**src/rtl/host_if_pkg.sv**
```systemverilog
// host_if_pkg: packet framing constants, FSM encoding and command codes shared by the host-to-wishbone path
package host_if_pkg;
  localparam logic [7:0] SYNC_BYTE_DEF = 8'hCD;
  localparam int BYTES_PER_WORD = 4;
  localparam int WORDS_PER_PKT = 3;
  localparam int PKT_W = 8 * BYTES_PER_WORD * WORDS_PER_PKT;
  localparam logic [31:0] CMD_PING = 32'd0;
  localparam logic [31:0] CMD_WRITE = 32'd1;
  localparam logic [31:0] CMD_READ = 32'd2;
  localparam logic [31:0] CMD_WRITE_BURST = 32'd3;
  localparam logic [31:0] CMD_READ_BURST = 32'd4;
  localparam logic [31:0] CMD_RESET = 32'd5;
  localparam logic [31:0] CMD_STATUS = 32'd6;
  localparam logic [31:0] CMD_CONFIG = 32'd7;
  localparam logic [31:0] CMD_INTERRUPT = 32'd8;
  typedef enum logic [2:0] {ST_IDLE, ST_CMD, ST_ADDR, ST_DATA, ST_SEND} state_t;
  function automatic state_t next_word_state(state_t s);
    return s == ST_CMD ? ST_ADDR : s == ST_ADDR ? ST_DATA : ST_SEND;
  endfunction
endpackage

```
**src/rtl/byte_input_handler_if.sv**
```systemverilog
// byte_input_handler_if: byte stream in, assembled packet out
interface byte_input_handler_if;
  logic byte_valid;
  logic [7:0] byte_data;
  logic byte_ready;
  logic master_ready;
  logic ih_ready;
  logic [31:0] ih_command;
  logic [31:0] ih_address;
  logic [31:0] ih_data;
  logic sync_err;
  logic timeout_err;
  modport slave (
    input byte_valid, byte_data, master_ready,
    output byte_ready, ih_ready, ih_command, ih_address, ih_data, sync_err, timeout_err
  );
  modport master (
    output byte_valid, byte_data, master_ready,
    input byte_ready, ih_ready, ih_command, ih_address, ih_data, sync_err, timeout_err
  );
endinterface

```
**src/rtl/ih_timeout_timer.sv**
```systemverilog
// ih_timeout_timer: idle-cycle counter that flags when TIMEOUT_CYCLES is reached while enabled
module ih_timeout_timer #(
  parameter int TIMEOUT_CYCLES = 1_000_000,
  parameter int TO_WIDTH = 20
) (
  input  logic clk,
  input  logic rst,
  input  logic clear,
  input  logic enable,
  output logic expired
);
  logic [TO_WIDTH-1:0] cnt_q, cnt_d;
  always_comb cnt_d = clear ? '0 : enable ? cnt_q + 1'b1 : cnt_q;
  always_ff @(posedge clk or posedge rst)
    if (rst) cnt_q <= '0;
    else cnt_q <= cnt_d;
  assign expired = enable && cnt_q == TO_WIDTH'(TIMEOUT_CYCLES);
endmodule

```
**src/rtl/byte_input_handler.sv**
```systemverilog
// byte_input_handler: frames host bytes into command/address/data words and hands them to the wishbone master
module byte_input_handler
  import host_if_pkg::*;
#(
  parameter logic [7:0] SYNC_BYTE = SYNC_BYTE_DEF,
  parameter int TIMEOUT_CYCLES = 1_000_000,
  parameter int TO_WIDTH = 20
) (
  input logic clk,
  input logic rst,
  byte_input_handler_if.slave bus
);
  state_t state_q, state_d;
  logic [1:0] idx_q, idx_d;
  logic [PKT_W-1:0] pkt_q, pkt_d;
  logic [31:0] cmd_q, cmd_d, addr_q, addr_d, data_q, data_d;
  logic byte_ready_q, byte_ready_d, ih_ready_q, ih_ready_d;
  logic sync_err_q, sync_err_d, timeout_err_q, timeout_err_d;
  logic acc, in_pkt, expired;
  assign acc = bus.byte_valid && byte_ready_q;
  assign in_pkt = state_q == ST_CMD || state_q == ST_ADDR || state_q == ST_DATA;
  ih_timeout_timer #(.TIMEOUT_CYCLES(TIMEOUT_CYCLES), .TO_WIDTH(TO_WIDTH)) u_timer (
    .clk(clk), .rst(rst), .clear(acc || !in_pkt), .enable(in_pkt), .expired(expired)
  );
  // an accepted byte takes priority over a timeout that expires in the same cycle
  always_comb begin
    state_d = state_q;
    idx_d = idx_q;
    pkt_d = pkt_q;
    cmd_d = cmd_q;
    addr_d = addr_q;
    data_d = data_q;
    ih_ready_d = 1'b0;
    sync_err_d = 1'b0;
    timeout_err_d = 1'b0;
    if (state_q == ST_IDLE) begin
      if (acc) begin
        sync_err_d = bus.byte_data != SYNC_BYTE;
        state_d = bus.byte_data == SYNC_BYTE ? ST_CMD : ST_IDLE;
        idx_d = 2'd0;
      end
    end else if (state_q == ST_SEND) begin
      if (bus.master_ready) begin
        ih_ready_d = 1'b1;
        cmd_d = pkt_q[95:64];
        addr_d = pkt_q[63:32];
        data_d = pkt_q[31:0];
        state_d = ST_IDLE;
      end
    end else if (acc) begin
      pkt_d = {pkt_q[PKT_W-9:0], bus.byte_data};
      idx_d = idx_q + 2'd1;
      state_d = idx_q == 2'd3 ? next_word_state(state_q) : state_q;
    end else if (expired) begin
      state_d = ST_IDLE;
      timeout_err_d = 1'b1;
    end
    byte_ready_d = state_d != ST_SEND;
  end
  always_ff @(posedge clk or posedge rst)
    if (rst) begin
      state_q <= ST_IDLE;
      idx_q <= '0;
      pkt_q <= '0;
      cmd_q <= '0;
      addr_q <= '0;
      data_q <= '0;
      byte_ready_q <= 1'b0;
      ih_ready_q <= 1'b0;
      sync_err_q <= 1'b0;
      timeout_err_q <= 1'b0;
    end else begin
      state_q <= state_d;
      idx_q <= idx_d;
      pkt_q <= pkt_d;
      cmd_q <= cmd_d;
      addr_q <= addr_d;
      data_q <= data_d;
      byte_ready_q <= byte_ready_d;
      ih_ready_q <= ih_ready_d;
      sync_err_q <= sync_err_d;
      timeout_err_q <= timeout_err_d;
    end
  assign bus.byte_ready = byte_ready_q;
  assign bus.ih_ready = ih_ready_q;
  assign bus.ih_command = cmd_q;
  assign bus.ih_address = addr_q;
  assign bus.ih_data = data_q;
  assign bus.sync_err = sync_err_q;
  assign bus.timeout_err = timeout_err_q;
endmodule
```
**src/flat_wrapper.sv**
```systemverilog
// flat-port wrapper written by rule: the top's interface ports become plain ports
module byte_input_handler_flat import host_if_pkg::*;
#(
  parameter logic [7:0] SYNC_BYTE = SYNC_BYTE_DEF,
  parameter int TIMEOUT_CYCLES = 1_000_000,
  parameter int TO_WIDTH = 20
)
  (clk, rst, bus_byte_valid, bus_byte_data, bus_master_ready, bus_byte_ready, bus_ih_ready, bus_ih_command, bus_ih_address, bus_ih_data, bus_sync_err, bus_timeout_err);
  byte_input_handler_if bus_i ();
  input logic clk;
  input logic rst;
  input wire logic [$bits(bus_i.byte_valid)-1:0] bus_byte_valid;
  input wire logic [$bits(bus_i.byte_data)-1:0] bus_byte_data;
  input wire logic [$bits(bus_i.master_ready)-1:0] bus_master_ready;
  output wire logic [$bits(bus_i.byte_ready)-1:0] bus_byte_ready;
  output wire logic [$bits(bus_i.ih_ready)-1:0] bus_ih_ready;
  output wire logic [$bits(bus_i.ih_command)-1:0] bus_ih_command;
  output wire logic [$bits(bus_i.ih_address)-1:0] bus_ih_address;
  output wire logic [$bits(bus_i.ih_data)-1:0] bus_ih_data;
  output wire logic [$bits(bus_i.sync_err)-1:0] bus_sync_err;
  output wire logic [$bits(bus_i.timeout_err)-1:0] bus_timeout_err;
  assign bus_i.byte_valid = bus_byte_valid;
  assign bus_i.byte_data = bus_byte_data;
  assign bus_i.master_ready = bus_master_ready;
  assign bus_byte_ready = bus_i.byte_ready;
  assign bus_ih_ready = bus_i.ih_ready;
  assign bus_ih_command = bus_i.ih_command;
  assign bus_ih_address = bus_i.ih_address;
  assign bus_ih_data = bus_i.ih_data;
  assign bus_sync_err = bus_i.sync_err;
  assign bus_timeout_err = bus_i.timeout_err;
  byte_input_handler #(.SYNC_BYTE(SYNC_BYTE), .TIMEOUT_CYCLES(TIMEOUT_CYCLES), .TO_WIDTH(TO_WIDTH)) u_core (.clk(clk), .rst(rst), .bus(bus_i));
endmodule
```
**config.mk**
```make
export PLATFORM = sky130hd
export DESIGN_NAME = byte_input_handler_flat
export DESIGN_NICKNAME = d
export VERILOG_FILES = /design/src/rtl/host_if_pkg.sv /design/src/rtl/byte_input_handler_if.sv /design/src/rtl/ih_timeout_timer.sv /design/src/rtl/byte_input_handler.sv /design/src/flat_wrapper.sv
export SDC_FILE = /design/constraint.sdc
export NUM_CORES = 1
export LEC_CHECK = 0
export CAP_MARGIN = 20
export CORE_MARGIN = 5
export CORE_UTILIZATION = 59
export CTS_CLUSTER_DIAMETER = 80
export DETAILED_ROUTE_END_ITERATION = 8
export PLACE_DENSITY = 0.93
export SLEW_MARGIN = 20
export SYNTH_ARGS = -nofsm -noshare
export SYNTH_HDL_FRONTEND = slang
export SYNTH_HIERARCHICAL = 1
export SYNTH_SLANG_ARGS = --single-unit
```
**constraint.sdc**
```tcl
create_clock -name clk -period 16.6 [get_ports clk]
set_clock_uncertainty 0.15 [all_clocks]
set_input_delay 3.32 -clock clk [delete_from_list [all_inputs] [get_ports clk]]
set_output_delay 3.32 -clock clk [all_outputs]
set_load 0.02 [all_outputs]
```
# Word level (Yosys, flattened, before mapping)
# Index checks and enable logic that the tools add are counted.
# classes
add_sub_neg	2
eq_ne	10
muxes	25
bitwise_logic	2
reduce_logical	11
# ops
cell	n
20-bit two-way mux	2
3-bit two-way mux	9
20-bit by 1-bit adder with 20-bit output (second input constant)	1
20-bit == test (second input constant)	1
1-bit two-way mux	10
8-bit == test (second input constant)	1
2-bit two-way mux	4
8-bit inequality test (second input constant)	1
3-bit by 2-bit == test with 1-bit output (second input constant)	2
3-bit AND reduction	2
3-bit by 1-bit == test with 1-bit output (second input constant)	1
3-bit == test (second input constant)	1
3-bit logical NOT	1
1-bit logical OR	3
3-bit inequality test (second input constant)	1
2-bit by 1-bit adder with 2-bit output (second input constant)	1
2-bit == test (second input constant)	1
1-bit logical AND	2
2-bit by 1-bit inequality test with 1-bit output (second input constant)	1
1-bit inverter	2
2-bit AND reduction	1
2-bit nonzero test	1
1-bit logical NOT	1
# word_totals
regBits	221
inputBits	12
out_inout_bits	100
wordCells	61

# Logic depth before layout (Yosys ltp)
# logic_depth
ltp_word	9
depth_mapped	10
mapped_depth_nobuf	8

# By module
# The synthesis kept the hierarchy.
# by_module_without_submodules
module	instances	cells_each	area_per_inst_um2	seq_area_each_um2
byte_input_handler	1	459	7775.0	5029.8
ih_timeout_timer	1	115	1107.3	500.5

# Worst setup path after synthesis
# OpenSTA, ideal clock, no wires.
# synth_timing
kind	input port to flip-flop
startpoint	in bus_byte_valid
endpoint	reg u_core.u_timer.cnt_q[16]
arrival_time_ns	4.789
required_ns	16.372
slack_ns	11.583
path_stages	7
path_buffers	1
path_cell_list	and2_1 > buf_2 > or3_1 > o2111ai_2 > nor3_1 > a31o_2 > a21oi_1
# synth_between
elab_chain_cells	3
word_cells_on_any_way	4
classes_between	1 x mux; 3 x reduce/logical
# synth_rtl
item	line	source
start: declaration	flat_wrapper.sv:12	input wire logic [$bits(bus_i.byte_valid)-1:0] bus_byte_valid;
1-bit logical AND *	byte_input_handler.sv:20	assign acc = bus.byte_valid && byte_ready_q;
1-bit logical OR *	byte_input_handler.sv:23	.clk(clk), .rst(rst), .clear(acc || !in_pkt), .enable(in_pkt), .expired(expired)
20-bit two-way mux or 2-bit nonzero test (tied branches)	-	
end signal: assignment	ih_timeout_timer.sv:16	else cnt_q <= cnt_d;
end: declaration	ih_timeout_timer.sv:12	logic [TO_WIDTH-1:0] cnt_q, cnt_d;
# Mark *: on every way between the ends. The rest lies on a longest branch, timed or not.
# A chain may end at the register's enable or synchronous reset.

# Final worst setup path
# Ends and elaborated chain as after synthesis.

==> run_results.csv <==
group,metric,value,unit
die,floorplan.initialDensity,0.607,
global_route,grt.total_usage,0.196,
yosys,synth_area,8880,um2
routing,viasPerCell,5.63,
global_route,number_of_antenna_violations_at_the_first_check_in_global_routing,0,
routing,drt_drc_violations_left,0,
cts,numClockSinks,221,
cts,cts_buffers,22,
finish,post_route_cells_drive_above_1_share,0.350,
routing,ant_nets,0,
timing,timing.final.max_slew_violations,0,
yosys,synth-xor-area-share,0.0118,
pwr,power.density,186,nW/um2
die,die_x,133,um
finish,finalNetCount,700,
yosys,share_of_synthesized_area_spent_on_multiplexers,0.259,
critical_path,maximum_net_fanout_on_the_critical_path,23,
timing,totalNegativeSetupSlack,0,ps
global_route,grt_first_pass_wirelength,28600,um
yosys,post_synthesis_compound_gate_area_fraction,0.0214,
global_route,overflow,0,
die,std_cell_rows,44,
finish,n_antenna_cell,0,
cts,cts_root_buffer,"clkbuf_16",
timing,finalSetupViolCount,0,
global_route,via_count_of_the_first_global_routing_pass,5367,
cts,ctsResizeCount,0,
cts,clk_transition_reported_paths,60,ps
yosys,synth.distinct_cells,49,
yosys,postSynth.asyncResetShare,1.00,
yosys,synth.avg_cell_area,15.5,um2
yosys,synthesis.yosys.warnings,6,
yosys,synth_enable_flop_cells,0,
finish,final_cell_count_no_fill,882,
yosys,synthSimpleGateAreaFrac,0.0497,
cts,cts_max_level,1,
critical_path,cp.arrival,5920,ps
finish,fill_cell_total_of_the_finished_layout,921,
yosys,share_of_the_synthesized_area_in_the_top_cell_type,0.623,
cts,tritoncts,"done",
timing,timing_worst_slew_pin_value,1000,ps
yosys,yosysMostFrequentCell,"dfrtp_1",
critical_path,critPathCaptureType,"flop",
yosys,synth.ff_latch_count,221,
timing,period_share,0.345,
critical_path,crit_path_category,"in2reg",
cts,ctsLongestPathBuffers,3,
die,vertical_die_dimension,133,um
placed_design,place.port_buffers,111,
yosys,synth.top_cells.by_area,"dfrtp_1, mux2_2, mux2_4",
die,die-area,17600,um2
yosys,synth_adder_area_share,0.00423,
routing,drt_first_pass_iters,7,
yosys,ys_seq_area_frac,0.623,
routing,number_of_vias_in_the_routed_layout,4965,
pwr,static-leakage-power,4.83,nW
routing,drt_iter0_drc,230,
timing,period_needed,5730,ps
timing,grt_setup_unrepaired,"false",
yosys,synth_fp_nets,589,
pwr,max-vdd-ir-drop,0.106,mV
routing,post_drt_wl_per_cell,19.5,um
cts,post_cts_buffers,0,
critical_path,startpoint_type,"input port",
status,status,"complete, no violations",
min_path,min_path_type,"reg2reg",
placed_design,detailedPlacementHpwl,11000,um
critical_path,cp_data_required_time,16790,ps
routing,route.final.wire_length,17200,um
yosys,synth_top_flop_cell,"dfrtp_1",
timing,finalHoldViolCount,0,
yosys,leading_area_contributor_after_synthesis,"dfrtp_1",
die,boundaryPins,112,
cts,clk_latency,500,ps
timing,clock.fmax,0.174,GHz
timing,max_slew_margin,0.332,
yosys,synthesis.instances,574,
placed_design,placed_cells,844,
die,core_area,14600,um2
finish,synthToLayoutAreaGrowth,21.4,%
yosys,combinational_family_with_the_most_area_after_synthesis,"multiplexers",
global_route,grt_start_max_net_pins,150,
run,drv.max_cap_violation_count,0,
placed_design,globalplace.congestion,0.857,
yosys,ys_top_cells_by_count,"dfrtp_1, mux2_2, mux2_4",
cts,cts.hold.buffers_added,0,
==> cells by family after synthesis <==
logic type / count (synthesis)
buffers and inverters: 40
AND/OR/NAND/NOR: 74
flip-flops: 221
adder cells (fa/ha/maj): 3
multiplexers: 195
AO/OA/AOI/OAI: 29
XOR/XNOR: 12
==> where the power goes <==
part	switching [W]	internal, W
registers	0.000153	0.000742
clock network	0.000201	0.000289
logic	0.000269	0.000356
total	0.000623	0.00139
==> layer usage <==
metal	wire, um	vias up	share of wire	track usage
met2	8350	141	0.49	0.326
met5	0	-	0	0
met4	144	0	0.0084	0.0370
met3	1270	18	0.074	0.0607
li1	-	2253	-	-
met1	7400	2553	0.43	0.260
==> critical path, cell delays in order <==
cell and delay [ps]:
clkdlybuf4s50_1 490, and2_1 280, or3_1 670, o2111ai_2 340, nor3_1 510, a31o_2 240
a21oi_1 60
==> cell usage in the layout (no fill, tap or decap), drive strengths merged, types with 4 or more instances in the layout <==
| master | instances |
|---|---|
| o21ai | 7 |
| nand2 | 10 |
| nor2 | 17 |
| nand3 | 7 |
| nor4 | 6 |
| dfrtp | 221 |
| inv | 11 |
| clkdlybuf4s50 | 111 |
| a21oi | 11 |
| or3 | 4 |
| buf | 4 |
| and3 | 4 |
| xor2 | 6 |
| clkinv | 4 |
| xnor2 | 6 |
| nand4 | 7 |
| mux2 | 193 |
| clkbuf | 29 |
==> registers in the layout, indices dropped and copies added (netlist names), 2 cells and up <==
| name | cells |
|---|---|
| u_core/bus.ih_command | 32 |
| u_core/bus.ih_address | 32 |
| u_core/pkt_q | 96 |
| u_core/idx_q | 2 |
| u_core/state_q | 3 |
| u_core/bus.ih_data | 32 |
| u_core/u_timer/cnt_q | 20 |
==> worst paths after layout <==
check,end,depth (start not counted),start,slack (ps)
min in group asynchronous,u_core/bus.ih_data[28]$_DFFE_PP0P_,2,rst,3200
hold / removal,u_core/idx_q[0]$_DFFE_PP0P_,1,u_core/idx_q[0]$_DFFE_PP0P_,340
setup reg to reg,u_core/bus.ih_command[18]$_DFFE_PP0P_,4,u_core/state_q[0]$_DFF_PP0_,13710
setup / recovery,u_core/u_timer/cnt_q[16]$_DFFE_PP0P_,7,bus_byte_valid,10870
max in group asynchronous,u_core/bus.ih_command[3]$_DFFE_PP0P_,3,rst,11940
hold reg to reg,u_core/idx_q[0]$_DFFE_PP0P_,1,u_core/idx_q[0]$_DFFE_PP0P_,340
==> through the flow <==
| stage | hold WS, ps | cell area (um2) | power, W | util | setup slack (ps) |
|---|---|---|---|---|---|
| 6_report | 343 | 10800 | 0.00201 | 0.736 | 10870 |
| 5_1_grt | 368 | 10800 | 0.00212 | 0.736 | 10620 |
| 4_1_cts | 342 | 10800 | 0.00203 | 0.734 | 10900 |
| 3_5_place_dp | 335 | 10000 | 0.00152 | 0.685 | 10420 |
| 3_3_place_gp | 318 | 10000 | 0.00149 | 0.685 | 10480 |
| 2_1_floorplan | 307 | 8880 | 0.00126 | - | 7650 |
==> layout make-up <==
| cell class | count | area (um2) | share of cell area |
|---|---|---|---|
| timing repair buffer | 115 | 1160 | 0.108 |
| tap | 184 | 230 | 0.0214 |
| multi-input combinational | 313 | 3080 | 0.286 |
| sequential | 221 | 5530 | 0.513 |
| clock inverter | 8 | 113 | 0.0104 |
| inverter | 12 | 57.6 | 0.00534 |
| clock buffer | 29 | 607 | 0.0563 |
No activity file was read; power rests on OpenSTA's default activity.
